[config.mk]
export PLATFORM = sky130hd
export DESIGN_NAME = rf_multiport_flat
export DESIGN_NICKNAME = d
export VERILOG_FILES = /design/src/rtl/rf_multiport_if.sv /design/src/rtl/rf_multiport.sv /design/src/flat_wrapper.sv
export SDC_FILE = /design/constraint.sdc
export NUM_CORES = 1
export LEC_CHECK = 0
export CAP_MARGIN = 0
export CELL_PAD_IN_SITES_DETAIL_PLACEMENT = 0
export CELL_PAD_IN_SITES_GLOBAL_PLACEMENT = 1
export CORE_MARGIN = 1.5
export CORE_UTILIZATION = 59
export DETAILED_ROUTE_END_ITERATION = 8
export GPL_TIMING_DRIVEN = 1
export PLACE_DENSITY = 0.93
export SYNTH_ARGS = -nofsm -noshare
export SYNTH_HDL_FRONTEND = slang
export SYNTH_SLANG_ARGS = --single-unit
[constraint.sdc]
create_clock -name clk -period 9.5 [get_ports clk]
set_input_delay 2.85 -clock clk [delete_from_list [all_inputs] [get_ports clk]]
set_output_delay 2.85 -clock clk [all_outputs]
set_load 0.02 [all_outputs]
[src/rtl/rf_multiport_if.sv]
`default_nettype none
// ============================================================================
// Module   : rf_multiport_if
// Brief    : Control, address/data and status bundle of the register file.
// Revision : 1.0 - initial release
// ============================================================================
interface rf_multiport_if #(
  parameter int DATA_WIDTH = 32,
  parameter int ADDR_WIDTH = 5,
  parameter int NUM_RD     = 2
);
  logic                         ctrl_clear;
  logic                         ctrl_reg_write_enable;
  logic [ADDR_WIDTH-1:0]        write_reg;
  logic [DATA_WIDTH-1:0]        write_data;
  logic [NUM_RD*ADDR_WIDTH-1:0] read_reg;
  logic [NUM_RD*DATA_WIDTH-1:0] read_data;
  logic                         stat_reg_write_done;
  logic                         stat_ready;
  logic                         stat_write_dropped;

  modport master (
    output ctrl_clear, ctrl_reg_write_enable, write_reg, write_data, read_reg,
    input  read_data, stat_reg_write_done, stat_ready, stat_write_dropped
  );

  modport slave (
    input  ctrl_clear, ctrl_reg_write_enable, write_reg, write_data, read_reg,
    output read_data, stat_reg_write_done, stat_ready, stat_write_dropped
  );
endinterface
`default_nettype wire

[src/rtl/rf_multiport.sv]
`default_nettype none
// ============================================================================
// Module   : rf_multiport
// Brief    : Parametrised multi-read register file with clear sequencer.
// Revision : 1.0 - initial release
// ============================================================================
module rf_multiport #(
  parameter int DATA_WIDTH = 32,
  parameter int ADDR_WIDTH = 5,
  parameter int NUM_RD     = 2,
  parameter int ZERO_REG   = 1,
  parameter int BYPASS     = 1
) (
  input  logic          clk,
  input  logic          rst_n,
  rf_multiport_if.slave bus
);
  localparam int                    c_depth    = 2**ADDR_WIDTH;
  localparam logic [ADDR_WIDTH-1:0] c_last_ptr = '1;

  typedef enum logic [0:0] {ST_CLEAR = 1'b0, ST_READY = 1'b1} state_t;

  state_t                       r_state, w_state_next;
  logic [ADDR_WIDTH-1:0]        r_clear_ptr, w_clear_ptr_next;
  logic [DATA_WIDTH-1:0]        r_mem [c_depth];
  logic [NUM_RD*DATA_WIDTH-1:0] r_rd_data, w_rd_next;
  logic                         r_done, r_dropped, r_ready;
  logic                         w_done, w_dropped, w_wr_accept;
  logic                         w_mem_we;
  logic [ADDR_WIDTH-1:0]        w_mem_addr;
  logic [DATA_WIDTH-1:0]        w_mem_wdata;

  always_ff @(posedge clk or negedge rst_n) begin
    if (!rst_n) begin
      r_state     <= ST_CLEAR;
      r_clear_ptr <= '0;
      r_rd_data   <= '0;
      r_done      <= 1'b0;
      r_dropped   <= 1'b0;
      r_ready     <= 1'b0;
    end else begin
      r_state     <= w_state_next;
      r_clear_ptr <= w_clear_ptr_next;
      r_rd_data   <= w_rd_next;
      r_done      <= w_done;
      r_dropped   <= w_dropped;
      r_ready     <= (w_state_next == ST_READY);
    end
  end

  // Storage has no reset; the CLEAR sweep is what zeroes it.
  always_ff @(posedge clk) begin
    if (w_mem_we) r_mem[w_mem_addr] <= w_mem_wdata;
  end

  always_comb begin
    w_state_next     = r_state;
    w_clear_ptr_next = r_clear_ptr;
    w_done           = 1'b0;
    w_dropped        = 1'b0;
    w_wr_accept      = 1'b0;
    w_mem_we         = 1'b0;
    w_mem_addr       = bus.write_reg;
    w_mem_wdata      = bus.write_data;
    case (r_state)
      ST_CLEAR: begin
        w_mem_we    = 1'b1;
        w_mem_addr  = r_clear_ptr;
        w_mem_wdata = '0;
        w_dropped   = bus.ctrl_reg_write_enable;
        if (bus.ctrl_clear) begin
          w_clear_ptr_next = '0;
        end else if (r_clear_ptr == c_last_ptr) begin
          w_clear_ptr_next = '0;
          w_state_next     = ST_READY;
        end else begin
          w_clear_ptr_next = r_clear_ptr + ADDR_WIDTH'(1);
        end
      end
      default: begin
        if (bus.ctrl_clear) begin
          // A clear outranks a coincident write.
          w_state_next     = ST_CLEAR;
          w_clear_ptr_next = '0;
          w_dropped        = bus.ctrl_reg_write_enable;
        end else if (bus.ctrl_reg_write_enable) begin
          w_wr_accept = 1'b1;
          w_done      = 1'b1;
          w_mem_we    = !((ZERO_REG != 0) && (bus.write_reg == '0));
        end
      end
    endcase
  end

  always_comb begin
    w_rd_next = '0;
    for (int i = 0; i < NUM_RD; i++) begin
      if ((r_state == ST_READY) &&
          !((ZERO_REG != 0) && (bus.read_reg[i*ADDR_WIDTH +: ADDR_WIDTH] == '0))) begin
        if ((BYPASS != 0) && w_wr_accept &&
            (bus.write_reg == bus.read_reg[i*ADDR_WIDTH +: ADDR_WIDTH]))
          w_rd_next[i*DATA_WIDTH +: DATA_WIDTH] = bus.write_data;
        else
          w_rd_next[i*DATA_WIDTH +: DATA_WIDTH] = r_mem[bus.read_reg[i*ADDR_WIDTH +: ADDR_WIDTH]];
      end
    end
  end

  assign bus.read_data           = r_rd_data;
  assign bus.stat_reg_write_done = r_done;
  assign bus.stat_write_dropped  = r_dropped;
  assign bus.stat_ready          = r_ready;
endmodule
`default_nettype wire

[src/flat_wrapper.sv]
// flat-port wrapper written by rule: the top's interface ports become plain ports
module rf_multiport_flat 
#(
  parameter int DATA_WIDTH = 32,
  parameter int ADDR_WIDTH = 5,
  parameter int NUM_RD     = 2,
  parameter int ZERO_REG   = 1,
  parameter int BYPASS     = 1
)
  (clk, rst_n, bus_ctrl_clear, bus_ctrl_reg_write_enable, bus_write_reg, bus_write_data, bus_read_reg, bus_read_data, bus_stat_reg_write_done, bus_stat_ready, bus_stat_write_dropped);
  rf_multiport_if #(.DATA_WIDTH(DATA_WIDTH), .ADDR_WIDTH(ADDR_WIDTH), .NUM_RD(NUM_RD)) bus_i ();
  input  logic clk;
  input  logic rst_n;
  input wire logic [$bits(bus_i.ctrl_clear)-1:0] bus_ctrl_clear;
  input wire logic [$bits(bus_i.ctrl_reg_write_enable)-1:0] bus_ctrl_reg_write_enable;
  input wire logic [$bits(bus_i.write_reg)-1:0] bus_write_reg;
  input wire logic [$bits(bus_i.write_data)-1:0] bus_write_data;
  input wire logic [$bits(bus_i.read_reg)-1:0] bus_read_reg;
  output wire logic [$bits(bus_i.read_data)-1:0] bus_read_data;
  output wire logic [$bits(bus_i.stat_reg_write_done)-1:0] bus_stat_reg_write_done;
  output wire logic [$bits(bus_i.stat_ready)-1:0] bus_stat_ready;
  output wire logic [$bits(bus_i.stat_write_dropped)-1:0] bus_stat_write_dropped;
  assign bus_i.ctrl_clear = bus_ctrl_clear;
  assign bus_i.ctrl_reg_write_enable = bus_ctrl_reg_write_enable;
  assign bus_i.write_reg = bus_write_reg;
  assign bus_i.write_data = bus_write_data;
  assign bus_i.read_reg = bus_read_reg;
  assign bus_read_data = bus_i.read_data;
  assign bus_stat_reg_write_done = bus_i.stat_reg_write_done;
  assign bus_stat_ready = bus_i.stat_ready;
  assign bus_stat_write_dropped = bus_i.stat_write_dropped;
  rf_multiport #(.DATA_WIDTH(DATA_WIDTH), .ADDR_WIDTH(ADDR_WIDTH), .NUM_RD(NUM_RD), .ZERO_REG(ZERO_REG), .BYPASS(BYPASS)) u_core (.clk(clk), .rst_n(rst_n), .bus(bus_i));
endmodule
==> impl_metrics.sql, run 1 <==
INSERT INTO impl_metrics (metric_group, metric, value, unit) VALUES
('run_status', 'outcome', 'finished clean', ''),
('finish', 'final_layout_size_suffix_gt1_frac', '0.243', ''),
('clock_tree', 'cts.sink_count', '1096', ''),
('logic_synthesis', 'share_of_flip_flops_with_an_asynchronous_set_or_reset_after_synthesis', '0.0657', ''),
('detailed_routing', 'first_pass_iters', '6', ''),
('logic_synthesis', 'synth.lib_cells_used.distinct', '51', ''),
('timing', 'relSlewSlack', '0.136', ''),
('timing', 'totalNegativeSetupSlack', '0', 'ns'),
('placement', 'placedCellCount', '3751', ''),
('worst_setup_path', 'crit_fanout', '18', ''),
('timing', 'timing.final.max_slew_violations', '0', ''),
('clock_tree', 'clock-root-buffer', 'sky130_fd_sc_hd__clkbuf_16', ''),
('placement', 'port_buffers', '117', ''),
('grt', 'grt_pass1_vias', '31200', ''),
('grt', 'wire_length_of_the_first_global_routing_pass', '215000', 'um'),
('worst_setup_path', 'critical_path.max_stage_delay', '1.02', 'ns'),
('finish', 'multi_input_comb_area', '16500', 'um^2'),
('grt', 'pin_count_of_the_biggest_net_entering_global_routing', '109', ''),
('clock_tree', 'clkSlewWorstSetupHoldPaths', '0.06', 'ns'),
('finish', 'final_core_util', '0.666', ''),
('logic_synthesis', 'yosysWarnings', '0', ''),
('grt', 'grtUsageMet3', '0.0806', ''),
('min_path', 'whs_endpoint', 'u_core.r_clear_ptr[4]', ''),
('worst_setup_path', 'crit_chain', 'clkdlybuf4s50_1, inv_1, nand3_1, o31ai_1, nand3_1, nor2_4, buf_4', ''),
('min_path', 'timing.hold.worst.start', 'u_core.r_clear_ptr[4]', ''),
('grt', 'busiest_layer', 'met2', ''),
('floorplanning', 'initial_utilization', '0.596', ''),
('min_path', 'min_path_cells', '2', ''),
('floorplanning', 'num_rows', '106', ''),
('logic_synthesis', 'synth-edff-count', '1024', ''),
('detailed_routing', 'average_wire_per_cell_in_the_routed_design', '37.9', 'um'),
('logic_synthesis', 'post_synth_inst_count', '2645', ''),
('floorplanning', 'die_area', '86300', 'um^2'),
('timing', 'period_minus_slack', '6.14', 'ns'),
('clock_tree', 'post_cts_buffers', '0', ''),
('finish', 'filler_cell_count', '5227', ''),
('floorplanning', 'num_io_pins', '118', ''),
('grt', 'antenna_found_initial', '4', ''),
('detailed_routing', 'viasPerCell', '7.80', ''),
('finish', 'flow.area_growth_from_synthesis', '11.8', '%'),
('placement', 'place_congestion', '0.877', ''),
('placement', 'dpl_cell_area', '52300', 'um^2'),
('clock_tree', 'tritoncts', 'yes', ''),
('clock_tree', 'cts.htree.levels', '3', ''),
('timing', 'setup_viol_count_final', '0', ''),
('worst_setup_path', 'critical_path.most_common_cell', 'sky130_fd_sc_hd__nand3_1', ''),
('min_path', 'hp-class', 'register to register', ''),
('placement', 'post_dp_hpwl', '81200', 'um'),
('power', 'design_power_total', '10.2', 'mW'),
('timing', 'timing.final.ws_setup', '3.36', 'ns'),
('clock_tree', 'worst_skew_pair_latency', '0.69', 'ns'),
('timing', 'fin_crit_sh', '0.647', ''),
('floorplanning', 'core_region_area', '83700', 'um^2'),
('worst_setup_path', 'timing.reg2reg.worst_path_depth', '6', ''),
('worst_setup_path', 'cp_data_required_time', '9.83', 'ns'),
('worst_setup_path', 'setup.worst_path.end_class', 'register', ''),
('timing', 'fmax', '163', 'MHz'),
('grt', 'global_route.usage.total', '0.351', ''),
('worst_setup_path', 'crit_path_top_delay_cell', 'sky130_fd_sc_hd__nor2_4', ''),
('logic_synthesis', 'synth_flop_cell', 'sky130_fd_sc_hd__edfxtp_1', ''),
('finish', 'fin_cells', '3951', ''),
('finish', 'final_nets', '2778', ''),
('detailed_routing', 'wirelength', '150000', 'um'),
('worst_setup_path', 'worst-r2r-setup-slack', '4.96', 'ns'),
('job', 'max_cap_viol_count', '0', ''),
('detailed_routing', 'detail_route.iter0.violations', '5378', ''),
('power', 'p_leak', '19.0', 'nW'),
('detailed_routing', 'drc', '0', ''),
('logic_synthesis', 'yosysSeqAreaShare', '0.653', ''),
('worst_setup_path', 'startpoint_of_the_worst_slack_reg_to_reg_timing_path', 'u_core.r_state', ''),
('finish', 'final_area', '55800', 'um^2');
==> Yosys cell counts, types with 54 or more instances <==
cell type / count / area share
sky130_fd_sc_hd__a211oi_1: 54 / 0.0081
sky130_fd_sc_hd__a21oi_1: 63 / 0.0063
sky130_fd_sc_hd__a221oi_1: 69 / 0.012
sky130_fd_sc_hd__a22o_1: 68 / 0.012
sky130_fd_sc_hd__a22oi_1: 123 / 0.019
sky130_fd_sc_hd__buf_2: 67 / 0.0067
sky130_fd_sc_hd__clkbuf_1: 112 / 0.0084
sky130_fd_sc_hd__dfrtp_1: 72 / 0.036
sky130_fd_sc_hd__edfxtp_1: 1024 / 0.62
sky130_fd_sc_hd__mux2i_1: 252 / 0.051
sky130_fd_sc_hd__mux4_2: 394 / 0.18
==> state kept, by name (all words and copies together), names as in the netlist <==
| name | flops |
|---|---|
| u_core.bus.read_data | 64 |
| u_core.bus.stat_reg_write_done | 1 |
| u_core.r_clear_ptr | 5 |
| u_core.r_mem | 1024 |
| u_core.r_state | 1 |
| u_core.bus.stat_write_dropped | 1 |
==> critical path, delay by kind of cell <==
| family | cells | cell delay [ns] |
|---|---|---|
| AND/OR/NAND/NOR | 3 | 2.05 |
| buffers and inverters | 3 | 1.17 |
| AO/OA/AOI/OAI | 1 | 0.39 |
==> placed cells by master (no fill, tap or decap), drive strengths merged, types with 4 or more instances in the layout <==
cell type         n
nor2b             5
and2             34
o221ai           27
o21bai           32
a22oi           123
clkbuf          146
a221oi           69
buf              82
mux2i           252
dfrtp            72
edfxtp         1024
nand3             4
a211oi           54
nand2            43
clkinvlp          5
o21ai             7
a221o            32
o22ai            28
xnor2             6
clkinv           34
a21oi            63
nor2             44
inv              14
a22o             68
nor3              6
mux4            394
clkdlybuf4s50   109
bufinv            8
==> logic make-up (layout without fill, tap and decap cells) <==
group	Yosys count	in the layout	synth area share
flops	1096	1096	0.653
mux	647	647	0.229
compound gates	515	515	0.0796
buf+inv	228	398	0.0222
simple gates	148	148	0.0145
xor+xnor	9	9	0.00158
fa+ha+maj	2	2	0.000502
other cells	0	2	0
==> layer usage <==
metal	vias to the layer above	wire length, um	share of wire
met4	4	9880	0.066
met3	619	20200	0.14
met5	-	22	0.00015
met2	2955	71200	0.48
met1	15700	48200	0.32
li1	11600	-	-
==> worst max path at each step <==
stage,end,from,depth (start not counted)
after floorplan,u_core.r_mem[0][0],bus_write_reg[3],6
after global placement,u_core.r_mem[16][25],bus_ctrl_clear,7
after detailed placement,u_core.r_mem[12][9],bus_ctrl_clear,7
after CTS,u_core.r_mem[12][9],bus_ctrl_clear,7
after global routing,u_core.r_mem[16][29],bus_ctrl_clear,7
final,u_core.r_mem[18][22],bus_ctrl_clear,7
==> report_power, final <==
part           internal (mW)  switching [mW]
clock                   2.36            1.84
sequential              5.26          0.0241
combinational          0.299           0.445
total                   7.92            2.31
==> layout make-up <==
| type | count | share of cell area |
|---|---|---|
| inverter | 8 | 0.000539 |
| sequential | 1096 | 0.584 |
| clock inverter | 53 | 0.00918 |
| tap | 1134 | 0.0254 |
| clock buffer | 145 | 0.0520 |
| multi-input combinational | 1321 | 0.297 |
| timing repair buffer | 192 | 0.0323 |
| antenna | 2 | 0.0000898 |
(Power assumes the default switching activity.)
==> inputs of run 2 (changes only) <==
CORE_UTILIZATION = 49   (was 59)
PLACE_DENSITY = 0.84   (was 0.93)
clock period = 5.1 ns   (was 9.5 ns; I/O delays follow)
==> run 2 against run 1 <==
  * Clock power grew 95%
  * Cell count grew 7.0%
  * Combinational power grew 91%
  * Non-clock buffer count grew 52
  * Utilization shrank 9.8 points
  * Clock-buffer cell count shrank 2
  * Routed wire length grew 1.8%
  * Sequential power grew 86%
  * Critical path depth grew 1
  * Worst hold slack lost 0.14 ns
  * Die area grew 20%
  * Via count shrank 2.0%
  * Largest power group unchanged
==> impl_metrics.sql, run 2 (same netlist as run 1, synthesis figures left out) <==
INSERT INTO impl_metrics (metric_group, metric, value, unit) VALUES
('worst_setup_path', 'crit_fanout', '32', ''),
('timing', 'setup_viol_count_final', '0', ''),
('clock_tree', 'post_cts_buffers', '0', ''),
('floorplanning', 'num_io_pins', '118', ''),
('timing', 'period_minus_slack', '4.00', 'ns'),
('worst_setup_path', 'path_class', 'primary input to register', ''),
('detailed_routing', 'detail_route.iter0.violations', '4570', ''),
('detailed_routing', 'first_pass_iters', '6', ''),
('detailed_routing', 'wirelength', '152000', 'um'),
('power', 'peakVddDrop', '262', 'uV'),
('clock_tree', 'cts.htree.levels', '3', ''),
('grt', 'wire_length_of_the_first_global_routing_pass', '217000', 'um'),
('worst_setup_path', 'crit_path_top_delay_cell', 'sky130_fd_sc_hd__buf_4', ''),
('detailed_routing', 'average_wire_per_cell_in_the_routed_design', '36.0', 'um'),
('detailed_routing', 'via_count', '30200', ''),
('detailed_routing', 'viasPerCell', '7.15', ''),
('clock_tree', 'cts.sink_count', '1096', ''),
('grt', 'global_route.usage.total', '0.295', ''),
('worst_setup_path', 'worstSetupPathDepth', '8', ''),
('floorplanning', 'die_area', '104000', 'um^2'),
('detailed_routing', 'ant_nets', '0', ''),
('grt', 'pin_count_of_the_biggest_net_entering_global_routing', '64', ''),
('timing', 'timing.final.max_slew_violations', '0', ''),
('worst_setup_path', 'critical_path.max_stage_delay', '0.56', 'ns'),
('timing', 'finClkSkew', '0.0270', 'ns'),
('worst_setup_path', 'timing.reg2reg.worst_path_depth', '7', ''),
('worst_setup_path', 'crit_path_end', 'u_core.r_mem[16][15]', ''),
('clock_tree', 'numCtsBuffers', '108', ''),
('clock_tree', 'tritoncts', 'yes', ''),
('worst_setup_path', 'critical-path-top-delay-family', 'buffers and inverters', ''),
('finish', 'registers.top_by_ff_count', 'u_core.r_mem', ''),
('clock_tree', 'worst_skew_pair_latency', '0.70', 'ns'),
('finish', 'largest_register_ff_count', '1024', ''),
('timing', 'fmax', '250', 'MHz'),
('finish', 'flow.area_growth_from_synthesis', '14.4', '%'),
('worst_setup_path', 'setup.worst_path.end_class', 'register', ''),
('power', 'p_leak', '19.5', 'nW'),
('worst_setup_path', 'critical_path.reg2reg.endpoint', 'u_core.r_mem[16][15]', ''),
('finish', 'final_cell_mix', 'sky130_fd_sc_hd__edfxtp_1, sky130_fd_sc_hd__mux4_2, sky130_fd_sc_hd__mux2i_1, sky130_fd_sc_hd__a22oi_1, sky130_fd_sc_hd__clkbuf_16', ''),
('worst_setup_path', 'startpoint_of_the_worst_slack_reg_to_reg_timing_path', 'u_core.r_state', ''),
('clock_tree', 'hold_buffer_count_at_cts', '0', ''),
('floorplanning', 'initial_utilization', '0.496', ''),
('clock_tree', 'clock-root-buffer', 'sky130_fd_sc_hd__clkbuf_16', ''),
('worst_setup_path', 'start_kind', 'primary input', ''),
('placement', 'place_congestion', '0.853', ''),
('finish', 'final_layout_size_suffix_gt1_frac', '0.260', ''),
('clock_tree', 'clock_tree.buffer_depth', '3', ''),
('floorplanning', 'core_region_area', '100000', 'um^2'),
('run_status', 'outcome', 'finished clean', ''),
('worst_setup_path', 'cp_data_required_time', '5.43', 'ns'),
('timing', 'totalNegativeSetupSlack', '0', 'ns'),
('detailed_routing', 'drc', '0', ''),
('power', 'power_density_over_the_cells', '341', 'nW/um^2'),
('finish', 'final_core_util', '0.568', ''),
('worst_setup_path', 'crit_chain', 'clkdlybuf4s50_1, inv_1, nand3_1, o31ai_1, nand3_1, buf_4, nor2_4, buf_4', ''),
('floorplanning', 'num_rows', '116', ''),
('finish', 'final_nets', '2832', ''),
('floorplanning', 'dieWidth', '322', 'um'),
('grt', 'grt_pass1_vias', '31000', ''),
('timing', 'worst_slew_pin_slew', '1.28', 'ns'),
('worst_setup_path', 'worstPathArrival', '4.33', 'ns'),
('job', 'max_cap_viol_count', '0', ''),
('grt', 'antenna_found_initial', '4', ''),
('min_path', 'hp-class', 'register to register', ''),
('timing', 'fin_crit_sh', '0.785', ''),
('finish', 'final_common_cell', 'sky130_fd_sc_hd__edfxtp_1', ''),
('clock_tree', 'clkSlewWorstSetupHoldPaths', '0.06', 'ns'),
('placement', 'post_dp_hpwl', '86000', 'um'),
('timing', 'relSlewSlack', '0.146', ''),
('worst_setup_path', 'worst-r2r-setup-slack', '1.67', 'ns'),
('floorplanning', 'die-height', '322', 'um'),
('timing', 'setup_repair_after_global_routing_missed_its_margin', 'false', ''),
('timing', 'hold_viol', '0', ''),
('worst_setup_path', 'critPathLaunch', 'bus_ctrl_clear', ''),
('worst_setup_path', 'cp_num_buf_inv', '4', ''),
('grt', 'overflow', '0', ''),
('clock_tree', 'ctsResizeCount', '0', ''),
('placement', 'port_buffers', '117', '');
run 2: metrics by stage:
step | hold slack (ns) | power, mW | std cells | worst slack (ns) | instance area, um^2
after floorplan | 0.536 | 10.9 | 2645 | 0.858 | 49900
after global placement | 0.508 | 11.4 | 4026 | 0.432 | 53400
after detailed placement | 0.512 | 11.4 | 4026 | 0.433 | 53400
after CTS | 0.519 | 19.5 | 4227 | 1.17 | 57100
after global routing | 0.571 | 19.9 | 4227 | 0.898 | 57100
final | 0.530 | 19.4 | 4228 | 1.10 | 57100
run 2: worst register-to-register path, cell delays in order (launching register included):
cell	delay, ns
sky130_fd_sc_hd__dfrtp_2	0.37
sky130_fd_sc_hd__buf_4	0.75
sky130_fd_sc_hd__nand3b_1	0.22
sky130_fd_sc_hd__o31ai_1	0.31
sky130_fd_sc_hd__nand3_1	0.42
sky130_fd_sc_hd__buf_4	0.34
sky130_fd_sc_hd__nor2_4	0.08
sky130_fd_sc_hd__buf_4	0.56
run 2: worst min path at each step:
stage,slack [ns],end,from,depth (start not counted)
6_report,0.53,u_core.bus.stat_write_dropped,u_core.r_state,1
3_3_place_gp,0.51,u_core.bus.stat_write_dropped,u_core.r_state,1
4_1_cts,0.52,u_core.bus.stat_write_dropped,u_core.r_state,1
5_1_grt,0.57,u_core.bus.stat_write_dropped,u_core.r_state,1
2_1_floorplan,0.54,u_core.r_clear_ptr[4],u_core.r_clear_ptr[4],2
3_5_place_dp,0.51,u_core.bus.stat_write_dropped,u_core.r_state,1
run 2: report_power, final:
group          internal [mW]  switching (mW)
registers               9.80          0.0451
logic                  0.597           0.819
clock network           4.71            3.48
total                   15.1            4.35
run 2: area by class of cell:
type	count	area [um^2]
Fill cell	7286	43400
Sequential cell	1096	32600
Multi-Input combinational cell	1321	16500
Clock buffer	143	3000
Timing Repair Buffer	244	2580
Tap cell	1357	1700
Clock inverter	58	653
Inverter	8	30.0
Antenna cell	1	2.50
run 2: metal layers:
metal,GRT usage,wire [um],part of all wire,up-vias
met2,0.471,73100,0.48,2341
li1,-,-,-,11700
met1,0.370,51900,0.34,15600
met5,0,26,0.00017,-
met3,0.0679,17600,0.12,511
met4,0.179,9710,0.064,4
